--- config.mk ---
export PLATFORM = sky130hd
export DESIGN_NAME = memory_arbiter_flat
export DESIGN_NICKNAME = d
export VERILOG_FILES = /design/src/rtl/memory_arbiter_if.sv /design/src/rtl/memory_arbiter.sv /design/src/flat_wrapper.sv
export SDC_FILE = /design/constraint.sdc
export NUM_CORES = 1
export LEC_CHECK = 0
export ABC_AREA = 1
export CAP_MARGIN = 20
export CORE_AREA = 2 2 175 91
export DETAILED_ROUTE_END_ITERATION = 7
export DIE_AREA = 0 0 177 93
export PLACE_DENSITY = 0.79
export SYNTH_ARGS = -nofsm -noshare
export SYNTH_HDL_FRONTEND = slang
export SYNTH_SLANG_ARGS = --single-unit
--- constraint.sdc ---
create_clock -name clk -period 2.3 [get_ports clk]
set_input_delay 0.46 -clock clk [delete_from_list [all_inputs] [get_ports clk]]
set_output_delay 0.46 -clock clk [all_outputs]
set_load 0.03 [all_outputs]
--- src/rtl/memory_arbiter_if.sv ---
// Bundle of the fetch port, data port and shared memory port seen by memory_arbiter.
// The slave view belongs to the arbiter; the master view belongs to requesters and memory.
interface memory_arbiter_if;
  logic        if_req;
  logic [31:0] if_addr;
  logic        if_ready;
  logic [31:0] if_rdata;

  logic        d_req;
  logic        d_we;
  logic [2:0]  d_width;
  logic [31:0] d_addr;
  logic [31:0] d_wdata;
  logic        d_ready;
  logic [31:0] d_rdata;

  logic        mem_valid;
  logic        mem_we;
  logic [2:0]  mem_width;
  logic [31:0] mem_addr;
  logic [31:0] mem_wdata;
  logic        mem_ready;
  logic [31:0] mem_rdata;

  logic        resp_err;

  modport slave (
    input  if_req, if_addr,
    input  d_req, d_we, d_width, d_addr, d_wdata,
    input  mem_ready, mem_rdata,
    output if_ready, if_rdata,
    output d_ready, d_rdata,
    output mem_valid, mem_we, mem_width, mem_addr, mem_wdata,
    output resp_err
  );

  modport master (
    output if_req, if_addr,
    output d_req, d_we, d_width, d_addr, d_wdata,
    output mem_ready, mem_rdata,
    input  if_ready, if_rdata,
    input  d_ready, d_rdata,
    input  mem_valid, mem_we, mem_width, mem_addr, mem_wdata,
    input  resp_err
  );
endinterface

--- src/rtl/memory_arbiter.sv ---
// Two-requester (fetch / data) round-robin arbiter onto one memory port,
// with a per-transaction timeout that completes the request with resp_err.
module memory_arbiter #(
  parameter int unsigned TIMEOUT = 255
) (
  input  logic             clk,
  input  logic             rst,
  memory_arbiter_if.slave  bus
);
  localparam int unsigned CNT_W = ($clog2(TIMEOUT + 1) > 8) ? $clog2(TIMEOUT + 1) : 8;

  typedef enum logic [1:0] {IDLE, BUSY_IF, BUSY_D, RESP} state_t;

  state_t           r_state;
  logic [CNT_W-1:0] r_cnt;
  logic             r_last_d;
  logic             r_mem_valid;
  logic             r_mem_we;
  logic [2:0]       r_mem_width;
  logic [31:0]      r_mem_addr;
  logic [31:0]      r_mem_wdata;
  logic             r_if_ready;
  logic [31:0]      r_if_rdata;
  logic             r_d_ready;
  logic [31:0]      r_d_rdata;
  logic             r_resp_err;

  logic             w_grant_if;
  logic             w_grant_d;
  logic [CNT_W-1:0] w_cnt_inc;
  logic             w_timeout;
  logic [31:0]      w_rdata;

  // On a tie the fetch side wins only when data was the last one served.
  assign w_grant_if = bus.if_req && (!bus.d_req || r_last_d);
  assign w_grant_d  = bus.d_req && !w_grant_if;
  assign w_cnt_inc  = r_cnt + 1'b1;
  assign w_timeout  = (w_cnt_inc >= CNT_W'(TIMEOUT));
  assign w_rdata    = r_mem_we ? 32'h0 : bus.mem_rdata;

  always_ff @(posedge clk) begin
    if (rst) begin
      r_state     <= IDLE;
      r_cnt       <= '0;
      r_last_d    <= 1'b1;
      r_mem_valid <= 1'b0;
      r_mem_we    <= 1'b0;
      r_mem_width <= 3'b000;
      r_mem_addr  <= 32'h0;
      r_mem_wdata <= 32'h0;
      r_if_ready  <= 1'b0;
      r_if_rdata  <= 32'h0;
      r_d_ready   <= 1'b0;
      r_d_rdata   <= 32'h0;
      r_resp_err  <= 1'b0;
    end else begin
      case (r_state)
        IDLE: begin
          if (w_grant_if) begin
            r_state     <= BUSY_IF;
            r_cnt       <= '0;
            r_last_d    <= 1'b0;
            r_mem_valid <= 1'b1;
            r_mem_we    <= 1'b0;
            r_mem_width <= 3'b010;
            r_mem_addr  <= bus.if_addr;
            r_mem_wdata <= 32'h0;
          end else if (w_grant_d) begin
            r_state     <= BUSY_D;
            r_cnt       <= '0;
            r_last_d    <= 1'b1;
            r_mem_valid <= 1'b1;
            r_mem_we    <= bus.d_we;
            r_mem_width <= bus.d_width;
            r_mem_addr  <= bus.d_addr;
            r_mem_wdata <= bus.d_wdata;
          end
        end

        BUSY_IF, BUSY_D: begin
          // A completion in the same cycle as the last allowed wait cycle still counts as success.
          if (bus.mem_ready || w_timeout) begin
            r_state     <= RESP;
            r_mem_valid <= 1'b0;
            r_resp_err  <= !bus.mem_ready;
            if (r_state == BUSY_IF) begin
              r_if_ready <= 1'b1;
              r_if_rdata <= bus.mem_ready ? w_rdata : 32'h0;
            end else begin
              r_d_ready  <= 1'b1;
              r_d_rdata  <= bus.mem_ready ? w_rdata : 32'h0;
            end
          end else begin
            r_cnt <= w_cnt_inc;
          end
        end

        RESP: begin
          r_state    <= IDLE;
          r_if_ready <= 1'b0;
          r_d_ready  <= 1'b0;
          r_resp_err <= 1'b0;
        end

        default: r_state <= IDLE;
      endcase
    end
  end

  assign bus.mem_valid = r_mem_valid;
  assign bus.mem_we    = r_mem_we;
  assign bus.mem_width = r_mem_width;
  assign bus.mem_addr  = r_mem_addr;
  assign bus.mem_wdata = r_mem_wdata;
  assign bus.if_ready  = r_if_ready;
  assign bus.if_rdata  = r_if_rdata;
  assign bus.d_ready   = r_d_ready;
  assign bus.d_rdata   = r_d_rdata;
  assign bus.resp_err  = r_resp_err;
endmodule

--- src/flat_wrapper.sv ---
// flat-port wrapper written by rule: the top's interface ports become plain ports
module memory_arbiter_flat 
#(
  parameter int unsigned TIMEOUT = 255
)
  (clk, rst, bus_if_req, bus_if_addr, bus_d_req, bus_d_we, bus_d_width, bus_d_addr, bus_d_wdata, bus_mem_ready, bus_mem_rdata, bus_if_ready, bus_if_rdata, bus_d_ready, bus_d_rdata, bus_mem_valid, bus_mem_we, bus_mem_width, bus_mem_addr, bus_mem_wdata, bus_resp_err);
  memory_arbiter_if bus_i ();
  input  logic clk;
  input  logic rst;
  input wire logic [$bits(bus_i.if_req)-1:0] bus_if_req;
  input wire logic [$bits(bus_i.if_addr)-1:0] bus_if_addr;
  input wire logic [$bits(bus_i.d_req)-1:0] bus_d_req;
  input wire logic [$bits(bus_i.d_we)-1:0] bus_d_we;
  input wire logic [$bits(bus_i.d_width)-1:0] bus_d_width;
  input wire logic [$bits(bus_i.d_addr)-1:0] bus_d_addr;
  input wire logic [$bits(bus_i.d_wdata)-1:0] bus_d_wdata;
  input wire logic [$bits(bus_i.mem_ready)-1:0] bus_mem_ready;
  input wire logic [$bits(bus_i.mem_rdata)-1:0] bus_mem_rdata;
  output wire logic [$bits(bus_i.if_ready)-1:0] bus_if_ready;
  output wire logic [$bits(bus_i.if_rdata)-1:0] bus_if_rdata;
  output wire logic [$bits(bus_i.d_ready)-1:0] bus_d_ready;
  output wire logic [$bits(bus_i.d_rdata)-1:0] bus_d_rdata;
  output wire logic [$bits(bus_i.mem_valid)-1:0] bus_mem_valid;
  output wire logic [$bits(bus_i.mem_we)-1:0] bus_mem_we;
  output wire logic [$bits(bus_i.mem_width)-1:0] bus_mem_width;
  output wire logic [$bits(bus_i.mem_addr)-1:0] bus_mem_addr;
  output wire logic [$bits(bus_i.mem_wdata)-1:0] bus_mem_wdata;
  output wire logic [$bits(bus_i.resp_err)-1:0] bus_resp_err;
  assign bus_i.if_req = bus_if_req;
  assign bus_i.if_addr = bus_if_addr;
  assign bus_i.d_req = bus_d_req;
  assign bus_i.d_we = bus_d_we;
  assign bus_i.d_width = bus_d_width;
  assign bus_i.d_addr = bus_d_addr;
  assign bus_i.d_wdata = bus_d_wdata;
  assign bus_i.mem_ready = bus_mem_ready;
  assign bus_i.mem_rdata = bus_mem_rdata;
  assign bus_if_ready = bus_i.if_ready;
  assign bus_if_rdata = bus_i.if_rdata;
  assign bus_d_ready = bus_i.d_ready;
  assign bus_d_rdata = bus_i.d_rdata;
  assign bus_mem_valid = bus_i.mem_valid;
  assign bus_mem_we = bus_i.mem_we;
  assign bus_mem_width = bus_i.mem_width;
  assign bus_mem_addr = bus_i.mem_addr;
  assign bus_mem_wdata = bus_i.mem_wdata;
  assign bus_resp_err = bus_i.resp_err;
  memory_arbiter #(.TIMEOUT(TIMEOUT)) u_core (.clk(clk), .rst(rst), .bus(bus_i));
endmodule
# Word-level counts from Yosys, hierarchy flattened
# Cells that the tools add are included.
# word_totals
latchBits	0
romBits	0
mem_bits_rw	0
reg_bits	147
word_cells	76
in_bits	137
output_inout_bits	136
n_memories	0
# classes
bitwise	1
shifts	0
multipliers	0
n_lt_le_gt_ge	1
mux	31
reduce_logical	21
n_eq_ne	8
add_sub_neg	1
div_mod_pow	0
# op_table
op	n
$mux 32	6
$mux 8	3
$reduce_and 3->1	6
$pmux 8 s2	1
$mux 1	11
$add 8x1->8 const B	1
$ge 8x8->1 const B	1
$pmux 1 s2	4
$mux 2	3
$mux 3	2
$pmux 2 s3	1
$reduce_and 2->1	3
$reduce_bool 2->1	3
$eq 2x2->1 const B	2
$ne 2x1->1 const B	2
$ne 2x2->1 const B	2
$logic_not 1->1	3
$ne 3x1->1 const B	1
$eq 2x1->1 const B	1
$logic_and 1x1->1	2
$logic_not 2->1	1
$logic_or 1x1->1	2
$reduce_or 2->1	1
$not 1->1	1

# Longest topological paths before layout
# Gate-level depths: netlist of run 1.
# depth
depth_word	8
depth_mapped	15
mapped_depth_nobuf	14

# Least setup slack after synthesis of run 1
# Ideal clock, no wire load.
# synth_timing
path_kind	register to register
start	reg u_core.r_state[0]
end	reg u_core.r_mem_addr[23], in the netlist u_core.bus.mem_addr[23]
n_path_buf	2
path_slack_ns	0.522
setup_ns	0.116
required_ns	2.184
stages_incl_launch_ff	10
arrival_ns	1.662
period_less_slack_ns	1.778
cell_sequence	dfxtp_1 inv_1 ha_1 inv_1 nor2_1 clkbuf_1 buf_1 nand3_1 o211ai_1 inv_1
# synth_via
elab_chain_len	2
# synth_rtl
element	line_no	rtl
start, declared	memory_arbiter.sv:14	state_t r_state;
start signal, assigned	memory_arbiter.sv:43	r_state <= IDLE;
start signal, assigned	memory_arbiter.sv:60	r_state <= BUSY_IF;
start signal, assigned	memory_arbiter.sv:69	r_state <= BUSY_D;
$logic_not 2->1	memory_arbiter.sv:57	case (r_state)
$reduce_and 2->1 (no source line)	--	
end signal, assigned	memory_arbiter.sv:66	r_mem_addr <= bus.if_addr;
end signal, assigned	memory_arbiter.sv:75	r_mem_addr <= bus.d_addr;
end, declared	memory_arbiter.sv:20	logic [31:0] r_mem_addr;
# Every way passes these cells.
# A chain may end at the register's enable or synchronous reset.

# Worst setup path in the final report of run 1
# layout_timing
start	reg u_core.r_cnt[0]
end	reg u_core.r_if_rdata[18], in the netlist u_core.bus.if_rdata[18]
# layout_via
elab_chain_len	4
# layout_rtl
element	line_no	rtl
start, declared	memory_arbiter.sv:15	logic [CNT_W-1:0] r_cnt;
start signal, assigned	memory_arbiter.sv:94	r_cnt <= w_cnt_inc;
$add 8x1->8	memory_arbiter.sv:37	assign w_cnt_inc = r_cnt + 1'b1;
$ge 8x8->1	memory_arbiter.sv:38	assign w_timeout = (w_cnt_inc >= CNT_W'(TIMEOUT));
$logic_or 1x1->1	memory_arbiter.sv:82	if (bus.mem_ready || w_timeout) begin
$reduce_and 3->1 (no source line)	--	
end signal, assigned	memory_arbiter.sv:88	r_if_rdata <= bus.mem_ready ? w_rdata : 32'h0;
end, declared	memory_arbiter.sv:23	logic [31:0] r_if_rdata;
# Every way passes these cells.

==> results by group, run 1 <==
Place
  • Final HPWL DP: 14.0 mm
  • GPL Wtd Cong: 0.848
  • PortBufs: 272

Power and ir drop
  • Leak: 4.06 nW
  • Max VDD drop: about 0.57 mV
  • Power per cell area: 1160 mW/mm²

Yosys
  • Post-synth cell types: 26
  • Top-area cell type share of the netlist area: 47.7%
  • Main combinational cell family by area after synthesis: simple AND/OR/NAND/NOR gates
  • Largest cells by area after synthesis: dfxtp_1 48%, nand2_1 15%, a21oi_1 7.2%
  • Number of synthesis warnings: 0
  • Post-Synthesis Cells: 864
  • Post-Syn Area per Cell: 7.14 µm²
  • Synth Register Bits: around 150
  • Mux contribution to synthesized area: 0%
  • Largest area contributor in the netlist: dfxtp_1
  • Synth Area in Adders: 1.22%
  • Synth Area in Compound Gates: about 15%
  • Sequential fraction of the synthesis area: a little under half
  • Simple-gate share of the synthesized area: 27.5%
  • Mapped Area: 0.00617 mm²
  • Synth Area in XOR/XNOR: 0%
  • Syn Nets: 1007

STA
  • Max-slew violations: 0
  • RSZ-0062 raised after global routing: false
  • Setup TNS: 0 ns
  • Post-route clock period utilization: 87.9%
  • Setup Skew: 0.0156 ns
  • Final setup fails: 0
  • Worst-margin pin slew: 0.504 ns
  • Fin crit period: 2.02 ns
  • Final hold violation count: 0
  • Slew HR: 66.4%
  • Max frequency: 0.495 GHz

Floorplan
  • Die height: roughly 93 µm
  • Row count: 32
  • Num ports: 273
  • Initial Util: 41.1%
  • Die X: roughly 180 µm
  • Area of the core: 0.0150 mm²
  • Die ar.: 0.0165 mm²

Critical path
  • Worst Setup Path Type: register to register
  • Worst Path Required: between 2 and 3 ns
  • CP endpoint kind: register
  • CP Data Arrival Time: between 2 and 2.5 ns
  • Crit start category: register
  • Critical Path Fanout Max: 17

GRT
  • Grt total ovfl: 0
  • First-pass GRT wire length: 30.6 mm
  • GRT Util Overall: between 20% and 30%
  • Vias in the first global route: 6156
  • Initial antenna violation count: 0
  • Largest net degree at the start of global routing: between 70 and 80

CTS
  • Root buffer cell: clkbuf_16
  • Inserted Clock Buffers: 17
  • CTS tree: done
  • Post-CTS setup buffer count: 0
  • H-tree levels: 4
  • Clk_lat worst skew: 0.41 ns
  • Clk sink count: 147
  • Max clock buf depth: 2
  • Clock transition at path regs: around 0.07 ns

Routing
  • Final antenna-violating net count: 0
  • First DRT Iteration DRCs: approximately 470
  • Routed vias/inst: just under 5
  • DRC violations left: 0
  • First drt pass iteration count: 5
  • Wire length per cell: 14.4 µm
  • Vias: 6428
  • Aggregate routed wire length: 19.2 mm

Final layout
  • Area Growth Syn to Fin: 57.7%
  • Net count, final: 1264
  • Share of cells above drive strength 1: approximately 6.4%
  • Post-layout util: between 60 and 70%
  • # diodes: 0

Min path
  • Hold crit path type: register to register

Run status
  • Outcome: complete, no violations

Job
  • Max_cap viols: 0
## placed cells by master, fill, tap and decap left out, types with 2 or more instances in the layout
cell	synthesis	routed
a21oi_1	89	89
buf_12	0	7
buf_4	3	9
bufinv_16	0	3
clkbuf_16	0	17
clkdlybuf4s50_1	0	271
clkinv_1	4	4
clkinvlp_4	0	4
dfxtp_1	147	146
ha_1	6	5
inv_1	72	71
inv_2	2	3
inv_6	0	6
nand2_1	239	239
nand2_2	7	7
nand2_4	3	2
nand3_1	50	50
nand4_1	2	2
nor2_1	112	110
nor2_2	5	6
o211ai_1	32	32
o21ai_0	25	25
o21ai_1	13	13
o21bai_1	2	2
## state kept, by name (all words and copies together) (netlist names), 2 cells and up
name                  flops
u_core.bus.d_rdata       32
u_core.bus.if_rdata      32
u_core.bus.mem_addr      32
u_core.bus.mem_wdata     32
u_core.r_cnt              8
u_core.bus.mem_width      3
u_core.r_state            2
## critical path, stage by stage, from the launching register on
cell,delay (ns)
dfxtp_1,0.36
ha_2,0.22
nand2_1,0.10
nor3_1,0.20
nor2_1,0.09
nor2_2,0.12
nand2_2,0.08
nand2_4,0.13
nand2_4,0.15
inv_2,0.32
nor2_1,0.09
nor2_1,0.11
## cell type report
class | instances | area, µm²
fillers | 1317 | 5290
flip-flops and latches | 147 | 2940
repair buffers | 288 | 2930
multi-input cells | 588 | 2700
clock buffers | 18 | 429
inverters | 79 | 299
well taps | 204 | 255
clock inverters | 13 | 173
## metal layers
metal / up-vias / routed length, µm / track usage [%]
li1: 3274 / - / -
met1: 2936 / 9430 / 32.4
met2: 205 / 8140 / 35.5
met3: 13 / 1490 / 7.07
met4: 0 / 126 / 5.17
met5: - / 0 / 0
## metrics by stage
step / hold WS (ns) / cell area, µm² / power (mW) / cells / setup slack [ns]
2_1_floorplan: 0.454 / 6170 / 6.47 / 864 / 0.522
3_3_place_gp: 0.451 / 9110 / 8.48 / 1306 / 0.238
3_5_place_dp: 0.454 / 9110 / 8.52 / 1306 / 0.189
4_1_cts: 0.463 / 9710 / 11.4 / 1337 / 0.192
5_1_grt: 0.484 / 9730 / 12.0 / 1337 / 0.0426
6_report: 0.462 / 9730 / 11.3 / 1337 / 0.279
## cell usage after synthesis
cell type / number
nand2_1: 239
dfxtp_1: 147
nor2_1: 112
a21oi_1: 89
inv_1: 72
nand3_1: 50
o211ai_1: 32
clkbuf_1: 30
o21ai_0: 25
o21ai_1: 13
buf_2: 7
nand2_2: 7
ha_1: 6
buf_1: 5
buf_6: 5
nor2_2: 5
clkinv_1: 4
buf_4: 3
nand2_4: 3
inv_2: 2
nand4_1: 2
o21bai_1: 2
inv_4: 1
nor3_1: 1
o21ai_2: 1
o221a_2: 1
## worst paths after layout
path	from	to	cells past startpoint	slack [ns]
hold / removal	u_core.bus.mem_width[2]	u_core.bus.mem_width[2]	2	0.46
setup / recovery	u_core.r_cnt[0]	u_core.bus.if_rdata[18]	11	0.28
setup reg to reg	u_core.r_cnt[0]	u_core.bus.if_rdata[18]	11	0.28
hold reg to reg	u_core.bus.mem_width[2]	u_core.bus.mem_width[2]	2	0.46
## kinds of logic after synthesis
family                   after synthesis
adder cells (fa/ha/maj)                6
AND/OR/NAND/NOR                      419
buffers and inverters                129
flip-flops                           147
AO/OA/AOI/OAI                        163
## what timing repair did
item                       in CTS  in global routing
setup endpoints to repair       0                 14
hold buffers                    0                  0
resized for setup               0                  3
## where the power goes
part	internal, mW	total [mW]	switching (mW)
Clock	1.72	2.84	1.12
Sequential	3.19	3.55	0.365
Combinational	1.95	4.93	2.98
(Power assumes the default switching activity.)
==> run 2: changes to the inputs <==
Settings changed: HOLD_SLACK_MARGIN set to 0.06.
==> results of run 2 <==
No change in the layout: final DEF, timing and power equal those of run 1.
==> patch, RTL diff (settings of run 2) <==
`TIMEOUT` is set to 255 in 2 places; all go to 510.
--- a/src/rtl/memory_arbiter.sv
+++ b/src/rtl/memory_arbiter.sv
@@ -3,3 +3,3 @@
 module memory_arbiter #(
-  parameter int unsigned TIMEOUT = 255
+  parameter int unsigned TIMEOUT = 510
 ) (
--- a/src/flat_wrapper.sv
+++ b/src/flat_wrapper.sv
@@ -3,3 +3,3 @@
 #(
-  parameter int unsigned TIMEOUT = 255
+  parameter int unsigned TIMEOUT = 510
 )
Check against the original RTL: same outputs for any inputs over 4 cycles, from zero or initial values and one cycle with rst high; that may be too few to reach the edited logic, so the function may still have changed.
==> patch against run 2 <==
Power rose by 1.2%; synthesized area increased by 1.6%; non-clock buffer count rose by 1; setup slack worse by 0.068 ns; sequential cell count up 1; first-iteration DRC count is 34% lower; routed wire length grew 0.52%; final area grew 1.2%; utilization increased by 0.77 points; largest cell class unchanged; highest routed layer unchanged.
==> patch: results <==
[yosys]
syn_area_per_cell_um2 = 7.202
synthesis.nets = 1013
synth_area_leaders = dfxtp_1, nand2_1, nor2_1
synthAdderAreaFrac = 0.01198
synth_cell_types = 30
synth_xor_area_frac = 0.002796
synth_common_cells = nand2_1, nor2_1, dfxtp_1, inv_1, o21ai_0
synth-compound-area-share = 0.1370

[critical_path]
max_stage_delay_ns = 0.38
worstPathArrival_ns = 2.39
slowest_stage = dfxtp_2
path_max_fanout = 28

[finish]
n_antenna_cell = 0
layout-drive-gt1-share = 0.08246

[global_routing]
grt_max_degree = 83
grt_use_total = 0.2308
globalRouteMet1Util = 0.3150
grt_pass1_vias = 6014
grt_antenna_before_repair = 0
use_met2 = 0.3599
grt_pass1_wl_mm = 30.13

[detailed_routing]
wl_per_cell_um = 14.35
wl_mm = 19.29
drt_iter0_markers = 306
vias = 6450

[place]
place_inst = 1312
gp_congestion = 0.8966
place_ws_ns = 0.1683
place_hpwl_mm = 13.84

[timing]
worst_pin_slew_ns = 0.7068
clock_skew_ns = 0.009583

[clocking]
insertion_delay_ns = 0.41

[pwr]
p_sw_uw = 4531
combinationalPowerShare = 0.435
power.share.clock = 0.253
finalPower_uw = 11470
p_leak_uw = 0.004047

[outcome]
status = finished clean
patch: path summary, 6_finish.rpt:
kind | end | cells past startpoint | start | slack (ns)
max | u_core.bus.if_rdata[19] | 13 | u_core.r_cnt[1] | 0.21
min | u_core.bus.mem_width[0] | 2 | u_core.bus.mem_width[0] | 0.46
max reg2reg | u_core.bus.if_rdata[19] | 13 | u_core.r_cnt[1] | 0.21
min reg2reg | u_core.bus.mem_width[0] | 2 | u_core.bus.mem_width[0] | 0.46
patch: routing by layer:
| layer | part of all wire | vias to the layer above |
|---|---|---|
| li1 | - | 3273 |
| met1 | 0.49 | 2938 |
| met2 | 0.43 | 223 |
| met3 | 0.081 | 16 |
| met4 | 0.0077 | 0 |
| met5 | 0 | - |
patch: final cells by class:
cell class                      instances  area (µm²)
Clock buffer                           19       442.9
Tap cell                              204       255.2
Timing Repair Buffer                  289        2945
Inverter                               90       342.8
Clock inverter                         13       171.4
Fill cell                            1294        5172
Multi-Input combinational cell        581        2719
Sequential cell                       148        2965
